==> config.mk <==
export PLATFORM = sky130hd
export DESIGN_NAME = echo_request_arbiter
export DESIGN_NICKNAME = d
export VERILOG_FILES = /design/src/rtl/echo_request_arbiter_pkg.sv /design/src/rtl/echo_request_arbiter_rr_arbiter.sv /design/src/rtl/echo_request_arbiter.sv
export SDC_FILE = /design/constraint.sdc
export NUM_CORES = 1
export LEC_CHECK = 0
export BUFFER_PORTS_ARGS = -buffer_cell sky130_fd_sc_hd__buf_4
export CAP_MARGIN = 20
export CORE_ASPECT_RATIO = 0.6
export CORE_MARGIN = 8
export CORE_UTILIZATION = 44
export DETAILED_ROUTE_END_ITERATION = 8
export PLACE_DENSITY = 0.77
export SYNTH_ARGS = -nofsm -noshare
export SYNTH_HDL_FRONTEND = slang
export SYNTH_HIERARCHICAL = 1
export SYNTH_SLANG_ARGS = --single-unit
export TNS_END_PERCENT = 1
==> constraint.sdc <==
create_clock -name CLK -period 2.6 [get_ports CLK]
set_input_delay 0.39 -clock CLK [delete_from_list [all_inputs] [get_ports CLK]]
set_output_delay 0.39 -clock CLK [all_outputs]
set_load 0.01 [all_outputs]
==> src/rtl/echo_request_arbiter_pkg.sv <==
// Shared EchoRequest message layout constants and header type for the request arbiter.
package echo_request_arbiter_pkg;

    localparam int ECHO_MSG_WIDTH     = 128;
    localparam int ECHO_METHOD_ID_LSB = 16;
    localparam int ECHO_METHOD_ID_MSB = 31;
    localparam int ECHO_SRC_TAG_MSB   = 15;

    localparam logic [15:0] ECHO_METHOD_SAY2    = 16'd0;
    localparam logic [15:0] ECHO_METHOD_SAY     = 16'd1;
    localparam logic [15:0] ECHO_METHOD_SETLEDS = 16'd2;

    // Low 32 bits of every message: method id above, source tag below.
    typedef struct packed {
        logic [15:0] method_id;
        logic [15:0] src_tag;
    } echo_hdr_t;

endpackage

==> src/rtl/echo_request_arbiter_rr_arbiter.sv <==
// Round-robin grant: first set request at or above ptr (mod NUM_REQ), plus the pointer after an advance.
module echo_request_arbiter_rr_arbiter #(
    parameter int NUM_REQ = 3,
    parameter int IDX_W   = $clog2(NUM_REQ)
) (
    input  logic [NUM_REQ-1:0] req,
    input  logic [IDX_W-1:0]   ptr,
    input  logic               advance,
    output logic [NUM_REQ-1:0] gnt_onehot,
    output logic [IDX_W-1:0]   gnt_idx,
    output logic               any_req,
    output logic [IDX_W-1:0]   next_ptr
);

    int cand;

    // Scanning from the far end lets the last hit be the one closest to ptr.
    always_comb begin
        cand    = 0;
        gnt_idx = '0;
        any_req = 1'b0;
        for (int k = NUM_REQ - 1; k >= 0; k--) begin
            cand = (int'(ptr) + k) % NUM_REQ;
            if (req[cand]) begin
                gnt_idx = IDX_W'(cand);
                any_req = 1'b1;
            end
        end
    end

    always_comb begin
        gnt_onehot = '0;
        for (int i = 0; i < NUM_REQ; i++) begin
            gnt_onehot[i] = any_req && (gnt_idx == IDX_W'(i));
        end
    end

    always_comb begin
        next_ptr = ptr;
        if (advance) begin
            next_ptr = (gnt_idx == IDX_W'(NUM_REQ - 1)) ? '0 : gnt_idx + IDX_W'(1);
        end
    end

endmodule

==> src/rtl/echo_request_arbiter.sv <==
// Shares one EchoRequest pipe among NUM_REQ one-entry requester buffers, tagging [15:0] with the source.
// Optional per-requester grant counters are built when ECHO_ARB_STATS_EN is defined.
module echo_request_arbiter
    import echo_request_arbiter_pkg::*;
#(
    parameter int NUM_REQ    = 3,
    parameter int DATA_WIDTH = ECHO_MSG_WIDTH,
    parameter int IDX_W      = $clog2(NUM_REQ)
) (
    input  logic                          CLK,
    input  logic                          nRST,
    input  logic [NUM_REQ-1:0]            req_enq__ENA,
    input  logic [NUM_REQ*DATA_WIDTH-1:0] req_enq_v,
    output logic [NUM_REQ-1:0]            req_enq__RDY,
    output logic                          pipe_enq__ENA,
    output logic [DATA_WIDTH-1:0]         pipe_enq_v,
    input  logic                          pipe_enq__RDY
`ifdef ECHO_ARB_STATS_EN
    ,
    input  logic                          stats_clear__ENA,
    output logic [NUM_REQ*16-1:0]         stats_grant_count
`endif
);

    logic [NUM_REQ-1:0]    valid_q;
    logic [NUM_REQ-1:0]    gnt_onehot;
    logic [NUM_REQ-1:0]    deq;
    logic [IDX_W-1:0]      rr_ptr_q;
    logic [IDX_W-1:0]      rr_ptr_nxt;
    logic [IDX_W-1:0]      gnt_idx;
    logic                  any_valid;
    logic [DATA_WIDTH-1:0] msg_buf [NUM_REQ];
    logic [DATA_WIDTH-1:0] sel_msg;
    echo_hdr_t             out_hdr;

    echo_request_arbiter_rr_arbiter #(
        .NUM_REQ (NUM_REQ),
        .IDX_W   (IDX_W)
    ) u_rr_arbiter (
        .req        (valid_q),
        .ptr        (rr_ptr_q),
        .advance    (pipe_enq__ENA),
        .gnt_onehot (gnt_onehot),
        .gnt_idx    (gnt_idx),
        .any_req    (any_valid),
        .next_ptr   (rr_ptr_nxt)
    );

    assign pipe_enq__ENA = any_valid & pipe_enq__RDY;
    assign deq           = gnt_onehot & {NUM_REQ{pipe_enq__ENA}};
    // A buffer being drained this cycle can accept its replacement on the same edge.
    assign req_enq__RDY  = ~valid_q | deq;

    assign sel_msg           = msg_buf[gnt_idx];
    assign out_hdr.method_id = sel_msg[ECHO_METHOD_ID_MSB:ECHO_METHOD_ID_LSB];
    assign out_hdr.src_tag   = 16'(gnt_idx);

    always_comb begin
        pipe_enq_v       = sel_msg;
        pipe_enq_v[31:0] = out_hdr;
    end

    always_ff @(posedge CLK or negedge nRST) begin
        if (!nRST) begin
            valid_q  <= '0;
            rr_ptr_q <= '0;
        end else begin
            valid_q  <= (valid_q & ~deq) | req_enq__ENA;
            rr_ptr_q <= rr_ptr_nxt;
        end
    end

    always_ff @(posedge CLK) begin
        for (int i = 0; i < NUM_REQ; i++) begin
            if (req_enq__ENA[i]) begin
                msg_buf[i] <= req_enq_v[i*DATA_WIDTH +: DATA_WIDTH];
            end
        end
    end

`ifdef ECHO_ARB_STATS_EN
    logic [15:0] grant_cnt_q [NUM_REQ];

    // Clear takes priority over a same-cycle grant; counters stick at all-ones.
    always_ff @(posedge CLK or negedge nRST) begin
        if (!nRST) begin
            for (int i = 0; i < NUM_REQ; i++) grant_cnt_q[i] <= '0;
        end else begin
            for (int i = 0; i < NUM_REQ; i++) begin
                if (stats_clear__ENA) begin
                    grant_cnt_q[i] <= '0;
                end else if (deq[i] && (grant_cnt_q[i] != 16'hFFFF)) begin
                    grant_cnt_q[i] <= grant_cnt_q[i] + 16'd1;
                end
            end
        end
    end

    for (genvar g = 0; g < NUM_REQ; g++) begin : g_stats
        assign stats_grant_count[g*16 +: 16] = grant_cnt_q[g];
    end
`endif

`ifndef SYNTHESIS
    always_ff @(posedge CLK) begin
        if (nRST) begin
            assert ((req_enq__ENA & ~req_enq__RDY) == '0);
        end
    end
`endif

endmodule

==> run metrics <==
area grow syn2layout=70.8%; Worst Tran Pin Value=roughly 0.7 ns; Syn Std Cell Area=about 0.013 sq mm; status=complete, but fails checks; final instance area=~0.022 sq mm; Int Pwr=16.6 mW; largest cells by area after synthesis=edfxtp_1 (77%), mux2i_1 (8.8%), nand2_1 (3.4%); Yosys top cell by area=edfxtp_1; r2r startpoint=rr_ptr_q[1]; clock sink count=roughly 340; Die X=239 microns; CORE AREA=approximately 0.030 sq mm; Total Routing Usage GR=27.6%; NumNets Final=2048; most frequent cells in the layout=buf_4 (495), dlygate4sd3_1 (337), edfxtp_1 (336); final max-slew violation count=0; Ys Warns=6; antenna viol nets, final=0; footprint of the multi-input gates=0.00269 sq mm; critical path endpoint=pipe_enq_v[111]; most common cell after layout, fill and taps aside=buf_4; Peak VDD IR=between 0.9 and 1 mV; final worst setup slack=-0.638 ns; largest net degree at the start of global routing=between 70 and 80; R2R setup slack=0.25 ns; register area=0.0102 sq mm; ratio of cells with drive above 1 in the final layout=37.3%; H-tree depth=1; post-synthesis register bit count=~340; Peak Freq=between 0.3 and 0.4 GHz; WL per Instance=24.9 microns; total CTS buffers=31; Synth top area share=76.7%; Initial Util=44.3%; Final period util=125%; CTS tree=built; switch share=between 30 and 40%; Seq/Total Area, Yosys=approximately 78%; Clock Tree Buf Depth=3; FFs w/ async S/R, synth=under 10%; clock slew at the register clock pins of the worst setup and hold paths=0.07 ns; Setup crit end kind=output port; vias=roughly 11000; RSZ-0062 raised after global routing=yes; utilization after layout=around 76%; Switch Pwr=between 9 and 10 mW; peak fanout along the critical path=6; DRC=0; Rows=slightly below 50; Max Cap Viol=0; Period minus WS final=~3.2 ns; Starting DRT DRC Count=950; P per Cell Area=1150 mW/mm^2; Clock Latency Late Sink=roughly 0.55 ns; R2R cell count=11; CP Class=register to output port; clock share of power=just under 20%; worst endpoint required time=2.21 ns; post-DP HPWL=28200 microns; Leakage=roughly 9.0 nW; Die Span Y=between 100 and 150 microns; I/O Buffers=approximately 460; Post-Synthesis Cells=a little under 800; slew margin rel.=a little over half; minimum setup slack after placement=-0.171 ns; Die Area=around 0.036 sq mm; global-route wire length before repair=between 70000 and 80000 microns; Clock Tree Root=clkbuf_16; startpoint types=register; Post-synth EDFFs=336; crit path from=rr_ptr_q[1]; endpoints failing setup=around 120; synth unique cells=37; First-pass DRT Iterations=5; Flop pwr share=26.2%; # fillers=1596; drt total wl=between 50000 and 60000 microns; syn avg cell area=about 17 sq um; num ports=522; Worst Skew=roughly 0.0029 ns; final hold violations=0; Worst R2R End=valid_q[2]; number of global-route vias before repair=between 10000 and 15000; prevailing post-synth register cell=edfxtp_1; Vias/cell=5.21; Placer Congestion=0.871; Placed Instance Area=0.0174 sq mm; crit path DAT=around 2.9 ns; combinational power share=about 55%; hold crit path type=input port to register; initial antenna violation count=9; failing checks=setup timing; grt ovf=0; post-route setup TNS=-64.46 ns
==> sequential cells by signal, summed over array words and instances, names as in the netlist <==
| register | flops |
|---|---|
| rr_ptr_q | 2 |
| valid_q | 3 |
| msg_buf | 336 |
==> cell families after synthesis <==
family,share of synthesized area [%]
buffers and inverters,3.63
and+or+nand+nor,4.23
adders and majority gates,0.285
other,0.0285
AOI/OAI and AO/OA,5.24
muxes,8.92
DFF,77.7
==> worst max-delay path: stages (launching register included) <==
cell       delay, ns
dfrtp_1         0.38
buf_4           0.15
ha_4            0.26
nor2b_4         0.12
o21ai_1         0.06
buf_4           0.15
a21oi_4         0.16
buf_8           0.16
clkbuf_16       0.18
buf_12          0.15
mux2i_1         0.22
o21ai_1         0.13
buf_4           0.18
==> per-layer routing <==
metal / vias to the layer above / wire length [microns] / track usage (%)
li1: 4691 / - / -
met1: 5359 / 18600 / 32.3
met2: 734 / 26500 / 48.4
met3: 143 / 5000 / 7.63
met4: 2 / 2070 / 10.3
met5: - / 13 / 0
==> synthesized netlist by cell type, drive strengths merged (3+ instances only) <==
master / n
a21oi: 4
nand3: 3
clkbuf: 12
edfxtp: 336
buf: 43
o21ai: 114
nand2: 119
inv: 5
a21o: 4
mux2i: 115
ha: 3
nor2b: 3
dfrtp: 5
==> worst min path at each step <==
stage,endpoint,start,depth (start not counted)
3_5_place_dp,valid_q[0],nRST,1
6_report,valid_q[1],pipe_enq__RDY,3
4_1_cts,valid_q[1],pipe_enq__RDY,3
2_1_floorplan,rr_ptr_q[0],nRST,0
5_1_grt,valid_q[0],nRST,2
3_3_place_gp,valid_q[1],nRST,1
==> timing repair <==
item                                   in CTS  in global routing
endpoints found under the hold margin     341                  0
cloned                                      5                  4
setup buffers                               9                  7
hold buffers                              337                  0
resized for setup                          41                 36
setup endpoints to repair                 118                118
pin swaps                                   6                  2
==> metrics by stage <==
step	total power [mW]	hold WS (ns)	instances
2_1_floorplan	12.6	0.0944	801
6_report	25.9	0.198	2096
3_5_place_dp	18.1	0.206	1668
5_1_grt	26.8	0.180	2095
3_3_place_gp	17.9	0.199	1668
4_1_cts	24.5	0.157	2076
==> layout make-up <==
class	instances	share of cell area, %
Antenna cell	9	0.100
Clock buffer	36	3.54
Clock inverter	21	1.31
Inverter	5	0.0835
Multi-Input combinational cell	400	12.0
Sequential cell	341	45.5
Tap cell	408	2.27
Timing Repair Buffer	876	35.3
==> power groups by stage <==
stage / Clock, mW / Combinational (mW) / Sequential (mW)
floorplan: 0 / 5.84 / 6.78
detailed placement: 0 / 11.3 / 6.83
global placement: 0 / 11.1 / 6.80
finish: 5.00 / 14.1 / 6.77
CTS: 4.98 / 12.8 / 6.71
global route: 5.27 / 14.7 / 6.80
(Power assumes the default switching activity.)
